File: config.mk
export PLATFORM = sky130hd
export DESIGN_NAME = clk_period_monitor
export DESIGN_NICKNAME = d
export VERILOG_FILES = /design/src/rtl/clk_period_monitor.sv
export SDC_FILE = /design/constraint.sdc
export NUM_CORES = 1
export LEC_CHECK = 0
export BUFFER_PORTS_ARGS = -buffer_cell sky130_fd_sc_hd__buf_2
export CAP_MARGIN = 20
export CORE_ASPECT_RATIO = 0.8
export CORE_UTILIZATION = 35
export CTS_BUF_LIST = sky130_fd_sc_hd__clkbuf_4 sky130_fd_sc_hd__clkbuf_8
export CTS_CLUSTER_DIAMETER = 30
export DETAILED_ROUTE_END_ITERATION = 10
export GPL_TIMING_DRIVEN = 0
export HOLD_SLACK_MARGIN = 0.03
export PLACE_DENSITY = 0.63
export SETUP_SLACK_MARGIN = 0.4
export SLEW_MARGIN = 10
export SYNTH_ARGS = -nofsm -noshare
export SYNTH_HDL_FRONTEND = slang
export SYNTH_SLANG_ARGS = --single-unit
export TNS_END_PERCENT = 10
File: constraint.sdc
create_clock -name clk -period 2.9 [get_ports clk]
set_input_delay 0.58 -clock clk [delete_from_list [all_inputs] [get_ports clk]]
set_output_delay 0.58 -clock clk [all_outputs]
set_load 0.005 [all_outputs]
File: src/rtl/clk_period_monitor.sv
`default_nettype none
// ============================================================================
// Module  : clk_period_monitor
// Brief   : Measures high/low phase and period of an asynchronous clock-like
//           input in system-clock cycles and flags fast/slow/stuck/overflow.
// Revision: 1.0
// ============================================================================
module clk_period_monitor #(
    parameter int CNT_W       = 16,
    parameter int SYNC_STAGES = 2,
    parameter int MIN_PERIOD  = 18,
    parameter int MAX_PERIOD  = 22,
    parameter int TIMEOUT     = 1000
) (
    input  logic             clk,
    input  logic             rst_n,
    input  logic             en,
    input  logic             sig_in,
    output logic [CNT_W-1:0] high_cnt,
    output logic [CNT_W-1:0] low_cnt,
    output logic [CNT_W:0]   period,
    output logic             meas_valid,
    output logic             too_fast,
    output logic             too_slow,
    output logic             stuck,
    output logic             overflow
);

    localparam logic [CNT_W-1:0] c_cnt_max    = '1;
    localparam logic [CNT_W-1:0] c_one        = CNT_W'(1);
    localparam logic [CNT_W-1:0] c_timeout    = CNT_W'(TIMEOUT);
    localparam logic [CNT_W:0]   c_min_period = (CNT_W+1)'(MIN_PERIOD);
    localparam logic [CNT_W:0]   c_max_period = (CNT_W+1)'(MAX_PERIOD);

    typedef enum logic [1:0] {
        S_IDLE      = 2'd0,
        S_WAIT_RISE = 2'd1,
        S_MEAS_HIGH = 2'd2,
        S_MEAS_LOW  = 2'd3
    } state_t;

    state_t                 r_state;
    logic [SYNC_STAGES-1:0] r_sync;
    logic                   r_prev;
    logic [CNT_W-1:0]       r_cnt;
    logic [CNT_W-1:0]       r_hi_tmp;
    logic [CNT_W-1:0]       r_idle;
    logic                   r_ovf;

    logic                   w_s;
    logic                   w_rise;
    logic                   w_fall;
    logic                   w_edge;
    logic                   w_timeout;
    logic                   w_cnt_sat;
    logic [CNT_W-1:0]       w_cnt_inc;
    logic [CNT_W:0]         w_period;

    assign w_s       = r_sync[SYNC_STAGES-1];
    assign w_rise    = w_s & ~r_prev;
    assign w_fall    = ~w_s & r_prev;
    assign w_edge    = w_rise | w_fall;
    assign w_timeout = (r_idle == c_timeout) & ~w_edge;
    assign w_cnt_sat = (r_cnt == c_cnt_max);
    assign w_cnt_inc = w_cnt_sat ? r_cnt : r_cnt + c_one;
    assign w_period  = {1'b0, r_hi_tmp} + {1'b0, r_cnt};

    always_ff @(posedge clk or negedge rst_n) begin
        if (!rst_n) begin
            r_sync <= '0;
            r_prev <= 1'b0;
        end else begin
            r_sync <= {r_sync[SYNC_STAGES-2:0], sig_in};
            r_prev <= w_s;
        end
    end

    always_ff @(posedge clk or negedge rst_n) begin
        if (!rst_n) begin
            r_state    <= S_IDLE;
            r_cnt      <= '0;
            r_hi_tmp   <= '0;
            r_idle     <= '0;
            r_ovf      <= 1'b0;
            high_cnt   <= '0;
            low_cnt    <= '0;
            period     <= '0;
            meas_valid <= 1'b0;
            too_fast   <= 1'b0;
            too_slow   <= 1'b0;
            stuck      <= 1'b0;
            overflow   <= 1'b0;
        end else begin
            meas_valid <= 1'b0;
            if (!en) begin
                r_state <= S_IDLE;
                r_cnt   <= '0;
                r_idle  <= '0;
                r_ovf   <= 1'b0;
            end else begin
                // Idle count mirrors the phase count: k cycles after an edge it reads k.
                if (r_state != S_IDLE) begin
                    r_idle <= w_edge ? c_one : r_idle + c_one;
                    if (w_rise) begin
                        stuck <= 1'b0;
                    end
                end

                case (r_state)
                    S_IDLE: begin
                        r_state <= S_WAIT_RISE;
                        r_idle  <= '0;
                    end
                    S_WAIT_RISE: begin
                        if (w_rise) begin
                            r_cnt   <= c_one;
                            r_ovf   <= 1'b0;
                            r_state <= S_MEAS_HIGH;
                        end
                    end
                    S_MEAS_HIGH: begin
                        r_ovf <= r_ovf | w_cnt_sat;
                        if (w_fall) begin
                            r_hi_tmp <= r_cnt;
                            r_cnt    <= c_one;
                            r_state  <= S_MEAS_LOW;
                        end else begin
                            r_cnt <= w_cnt_inc;
                        end
                    end
                    S_MEAS_LOW: begin
                        if (w_rise) begin
                            high_cnt   <= r_hi_tmp;
                            low_cnt    <= r_cnt;
                            period     <= w_period;
                            meas_valid <= 1'b1;
                            too_fast   <= (w_period < c_min_period);
                            too_slow   <= (w_period > c_max_period);
                            overflow   <= r_ovf | w_cnt_sat;
                            r_ovf      <= 1'b0;
                            r_cnt      <= c_one;
                            r_state    <= S_MEAS_HIGH;
                        end else begin
                            r_ovf <= r_ovf | w_cnt_sat;
                            r_cnt <= w_cnt_inc;
                        end
                    end
                    default: begin
                        r_state <= S_IDLE;
                    end
                endcase

                // A timeout overrides the state decision above; edges already suppress it.
                if ((r_state != S_IDLE) && w_timeout) begin
                    stuck   <= 1'b1;
                    r_state <= S_WAIT_RISE;
                    r_cnt   <= '0;
                    r_idle  <= '0;
                    r_ovf   <= 1'b0;
                end
            end
        end
    end

endmodule
`default_nettype wire

**Word level (Yosys, flattened, before mapping)**

Cells that the tools add are included.

- Logic and storage cells: 76
- Memory bits (writable): 0
- Memories kept: 0
- ROM bits: 0
- Flip-flop bits (word level): 108
- Bits in latches: 0
- Bits of input ports: 4
- Output and inout port bits: 54

- Add/subtract/negate cells: 3
- Shift-type cells: 0
- $mul: 0
- Order comparisons: 2
- Multiplexer cells: 27
- Reduce and logical (&&, ||, !) cells: 11
- Bitwise logic cells: 8
- Equal/unequal tests: 10
- Div/mod/pow operators: 0

Operators with widths:

| cell | number |
|---|---|
| two-way mux 16 bit | 11 |
| one-hot mux 16 bit (3 select lines) | 1 |
| adder 16 x 1 -> 16 bit (second input constant) | 2 |
| adder 16 x 16 -> 17 bit | 1 |
| > comparator 17 x 5 -> 1 bit (second input constant) | 1 |
| less-than comparator 17 x 5 -> 1 bit (second input constant) | 1 |
| equality test 16 x 10 -> 1 bit (second input constant) | 1 |
| equality test 16 bit (second input constant) | 1 |
| two-way mux 1 bit | 9 |
| AND reduction 3 bit | 3 |
| two-way mux 2 bit | 4 |
| inequality test 4 bit (second input constant) | 2 |
| one-hot mux 2 bit (3 select lines) | 1 |
| nonzero test 2 bit | 3 |
| inequality test 5 x 1 -> 1 bit (second input constant) | 1 |
| equality test 2 bit (second input constant) | 2 |
| inequality test 4 x 1 -> 1 bit (second input constant) | 1 |
| inequality test 4 x 2 -> 1 bit (second input constant) | 1 |
| AND reduction 2 bit | 2 |
| AND 1 bit | 3 |
| inverter 1 bit | 3 |
| one-hot mux 1 bit (3 select lines) | 1 |
| equality test 2 x 1 -> 1 bit (second input constant) | 1 |
| logical NOT 2 bit | 1 |
| 3 further kinds | 4 |

**Depth between registers and ports, before layout**

- Word-level depth: 8
- Mapped depth: 10
- Depth with buffers taken out: 10

**Worst setup path before layout**

OpenSTA, ideal clock, no wires.

- Path type: reg-to-reg
- From: register r_cnt[0]
- To: register too_slow
- Data required time: 2.765 ns
- Setup slack: 0.359 ns
- Path buffers: 0
- Arrival: 2.406 ns
- Cell stages (with the launch flop): 11
- Library setup time: 0.135 ns
- Clock period less this slack: 2.541 ns
- Cells stage by stage: dfrtp_1 > ha_1 > inv_1 > fa_1 > nor2b_4 > o2111a_2 > o31ai_4 > a21oi_2 > mux2_4 > nor4_2 > a31oi_1

- Word-level cells in the longest chain between the ends: 2

Ends and longest elaborated chain:

| element | line | source |
|---|---|---|
| start, declared | 45 | `logic [CNT_W-1:0] r_cnt;` |
| start signal, assigned | 116 | `r_cnt <= c_one;` |
| start signal, assigned | 125 | `r_cnt <= c_one;` |
| start signal, assigned | 128 | `r_cnt <= w_cnt_inc;` |
| adder 16 x 16 -> 17 bit | 66 | `assign w_period = {1'b0, r_hi_tmp} + {1'b0, r_cnt};` |
| > comparator 17 x 5 -> 1 bit | 138 | `too_slow <= (w_period > c_max_period);` |
| end signal, assigned | 138 |  |
| end, declared | 24 | `output logic too_slow,` |

Every way passes these cells.
A chain may end at the register's enable or synchronous reset.

**Final worst setup path**

- From: register r_cnt[2]
- To: register too_fast

- Word-level cells in the longest chain between the ends: 2

Ends and longest elaborated chain:

| element | line | source |
|---|---|---|
| adder 16 x 16 -> 17 bit | 66 |  |
| less-than comparator 17 x 5 -> 1 bit | 137 | `too_fast <= (w_period < c_min_period);` |
| end signal, assigned | 137 |  |
| end, declared | 23 | `output logic too_fast,` |

Every way passes these cells.

==> results.env <==
STATUS='finished, final reports clean'
ROW_COUNT=40
MIN_PERIOD_OVER_PERIOD=0.882
SYNTH_WARNINGS=0
REQUIRED_PS=3180
CLOCK_PERIOD_MINUS_FINAL_WORST_SETUP_SLACK_PS=2560
WORSTSETUPPATHTYPE='reg -> reg'
CRITICAL-PATH-MAX-STAGE-DELAY_PS=470
FINALNONFILLERCELLS=858
ANTENNA_LEFT=0
GRT_PASS1_VIAS=4223
GRT_FIRST_PASS_WIRELENGTH_MM=21.2
SYNTH_ENABLE_FLOP_CELLS=0
WORST_EP_ARRIVAL_TIME_PS=2840
VIAS_PER_CELL=4.95
AREA_GROWTH_SYN_TO_LAYOUT_PCT=17.1
SEQ_CELLS_POST_SYNTH=108
ROOT_BUFFER='sky130_fd_sc_hd__clkbuf_8'
PLACED_AREA_UM2=6010
GP_WEIGHTED_CONGESTION=0.808
FINAL_MAX_SLEW_VIOL_COUNT=0
PRE_CTS_SETUP_SLACK_PS=142
CRITICAL_PATH.SLOWEST_CELL='sky130_fd_sc_hd__dfrtp_2'
LAYOUT_COMMON_CELLS='sky130_fd_sc_hd__nand2_1 (128), sky130_fd_sc_hd__dfrtp_1 (104), sky130_fd_sc_hd__buf_2 (60), sky130_fd_sc_hd__nor2_1 (44), sky130_fd_sc_hd__o21ai_0 (32)'
DR_TOTAL_VIAS=4244
LEAKAGE_nW=3.18
FINAL.SETUP_SKEW_PS=14.6
TRITONCTS.NUM_BUFFERS=9
POSTSYNTH.TOPFLOPCELL='sky130_fd_sc_hd__dfrtp_1'
CRIT_CHAIN='ha_1 -> nor2b_4 -> o2111a_2 -> nor3_4 -> nor3_1 -> a311o_1 -> xnor2_2 -> a31o_1'
DRC_ERRORS=0
TRITONCTS='yes'
SYNTH_AREA_PER_CELL_UM2=9.54
CTS.REPORTEDPATHS.CLKPINSLEW_PS=110
SYNTH.CELL_AREA_UM2=5430
TOTAL_POWER_mW=2.76
IOPINCOUNT=58
ROUTED_WIRELENGTH_MM=12.6
POST-DP-HPWL_MM=9.37
CTS_NUM_SINKS=108
DIE_HEIGHT_UM=113
POWERDENSITY_nW_PER_UM2=435
WORST_HOLD_PATH_TYPE='in -> async'
H-TREE-DEPTH=3
SEQUENTIAL_ELEMENT_SHARE_OF_THE_SYNTHESIZED_AREA=0.498
MAX_FREQ_MHz=391
MAXCAPVIOLCOUNT=0
HOLD_BUFFERS=0
NNETSFINAL=669
SYNTH_TOP_CELL_BY_AREA='sky130_fd_sc_hd__dfrtp_1'
GRT_START_MAX_NET_PINS=65
POST_DRT_WL_PER_CELL_UM=14.7
CORE-AREA_UM2=15100
CTS_BUFFER_DEPTH=2
SYNTH_FP_NETS=595
FP.DIEAREA_UM2=16000
NETLIST-CELL-TYPE-COUNT=59
FINALHOLDVIOLCOUNT=0
GRT.TOTAL_USAGE=0.170
GRT_SETUP_UNREPAIRED='yes'
FINAL.SETUP.WORST_SLACK_PS=343
INSERTEDDIODECOUNT=0
FINAL_COMMON_CELL='sky130_fd_sc_hd__nand2_1'
WORST_SETUP_PATH_START_KIND='flip-flop'
NETLIST_TOP_CELLS_AREA='sky130_fd_sc_hd__dfrtp_1 (50%), sky130_fd_sc_hd__nand2_1 (8.8%), sky130_fd_sc_hd__ha_1 (4.8%), sky130_fd_sc_hd__xor2_1 (3.4%), sky130_fd_sc_hd__mux2_2 (3.3%)'
PORT-BUFFER-COUNT=56
SYNTH_TOP_AREA_FRAC=0.498
SETUP-VIOLATIONS-FINAL=0
PEAK_IR_DROP_ON_THE_VDD_NETWORK_V=0.000259
END_KIND='flip-flop'
SYNTHARSTFLOPSHARE=1.00
DRT_ITER0_DRC=225
DRTPASS1ITERATIONS=4
DP_CELLS=836
TIMING.CRITICAL_PATH.FANOUT_MAX=7
DESIGN_AREA_UM2=6360
WORST_SLEW_PIN_SLEW_PS=599
SETUP_TNS_PS=0
ANTENNA_FOUND_INITIAL=0
DIE_WIDTH_UM=141
SYNTHESIZED_NETLIST_CELL_COUNT=569
TIMING.MAX_SLEW.REL_SLACK=0.601
CLOCK_LATENCY_PS=390
START_UTIL=0.360
GLOBAL_ROUTE.OVERFLOW_TOTAL=0
FINAL_LAYOUT_SIZE_SUFFIX_GT1_FRAC=0.204
sequential cells by signal, indices dropped and copies added (netlist names), 2 cells and up:
signal    flops
r_sync        2
r_cnt        16
high_cnt     16
period       17
r_hi_tmp     16
low_cnt      16
r_idle       16
r_state       2
metal layers:
| metal | GRT usage | vias to the layer above | wire, µm |
|---|---|---|---|
| met4 | 0.0464 | 0 | 139 |
| met3 | 0.0449 | 13 | 638 |
| li1 | - | 2092 | - |
| met1 | 0.241 | 2055 | 6260 |
| met2 | 0.257 | 84 | 5570 |
| met5 | 0 | - | 0 |
timing repair:
| action | in CTS | in global routing |
|---|---|---|
| buffers inserted | 5 | 1 |
| resized for setup | 10 | 9 |
| setup endpoints to repair | 4 | 23 |
| pin swaps | 3 | 2 |
| cloned | 0 | 0 |
final cells by class:
class                           instances  area, µm²
Clock inverter                          4       80.1
Buffer                                 23        101
Sequential cell                       108       2710
Timing Repair Buffer                   63        359
Inverter                               17       63.8
Clock buffer                           12        153
Multi-Input combinational cell        421       2630
Tap cell                              210        263
Fill cell                            1488       8700
cell families (layout without fill, tap and decap cells):
family,Yosys count,count (layout),share of synthesized area
AO/OA/AOI/OAI,95,95,0.115
flip-flops,108,108,0.498
XOR/XNOR,32,32,0.0516
multiplexers,17,17,0.0360
buffers and inverters,40,119,0.0302
adder cells (fa/ha/maj),22,22,0.0521
AND/OR/NAND/NOR,255,255,0.218
worst max-delay path, delay by kind of cell, from the launching register on:
kind                       cells  cell delay (ps)
and+or+nand+nor                3              500
AOI/OAI and AO/OA              3              930
DFF                            1              470
adders and majority gates      1              370
xor gates and xnor gates       1              170
final timing paths:
check / startpoint / endpoint / slack, ps / depth (start not counted)
worst max-delay path: r_cnt[2] / too_fast / 340 / 8
worst min-delay path: rst_n / r_idle[4] / 80 / 1
worst max register to register: r_cnt[2] / too_fast / 340 / 8
worst min register to register: r_sync[0] / r_sync[1] / 360 / 0
max in group asynchronous: rst_n / meas_valid / 2130 / 2
min in group clk: sig_in / r_sync[0] / 280 / 1
where the power goes:
part / total, mW / internal, mW / leakage [nW] / switching (mW)
Clock: 1.07 / 0.539 / 0.120 / 0.531
Combinational: 0.147 / 0.0522 / 1.57 / 0.0950
Sequential: 1.55 / 1.53 / 1.49 / 0.0188
per-stage QoR:
step / utilization / hold WS (ps)
after floorplan: - / 284
after global placement: 0.397 / 336
after detailed placement: 0.399 / 337
after CTS: 0.420 / 88.4
after global routing: 0.422 / 89.3
final: 0.422 / 82.5
synthesized netlist by cell type, types with 2 or more instances:
master and count:
sky130_fd_sc_hd__or4_1 2, sky130_fd_sc_hd__o21a_1 5, sky130_fd_sc_hd__o31ai_1 4, sky130_fd_sc_hd__nand4_1 8
sky130_fd_sc_hd__buf_1 3, sky130_fd_sc_hd__clkbuf_1 14, sky130_fd_sc_hd__and2_1 5, sky130_fd_sc_hd__and4_1 2
sky130_fd_sc_hd__o21ai_0 32, sky130_fd_sc_hd__o22a_1 2, sky130_fd_sc_hd__mux2_2 16, sky130_fd_sc_hd__o211ai_1 2
sky130_fd_sc_hd__nand3_1 21, sky130_fd_sc_hd__nor4_2 2, sky130_fd_sc_hd__nor2_1 44, sky130_fd_sc_hd__and4bb_2 2
sky130_fd_sc_hd__a21oi_1 23, sky130_fd_sc_hd__dfrtp_1 108, sky130_fd_sc_hd__inv_1 16, sky130_fd_sc_hd__xor2_1 21
sky130_fd_sc_hd__and3_1 11, sky130_fd_sc_hd__buf_2 5, sky130_fd_sc_hd__nor3_2 3, sky130_fd_sc_hd__a31oi_1 4
sky130_fd_sc_hd__a21boi_0 3, sky130_fd_sc_hd__xnor2_1 11, sky130_fd_sc_hd__nand2b_1 7, sky130_fd_sc_hd__nand2_1 128
sky130_fd_sc_hd__ha_1 21, sky130_fd_sc_hd__nor3_1 11, sky130_fd_sc_hd__o211a_1 2, sky130_fd_sc_hd__nor2b_1 4
No activity file was read; power rests on OpenSTA's default activity.
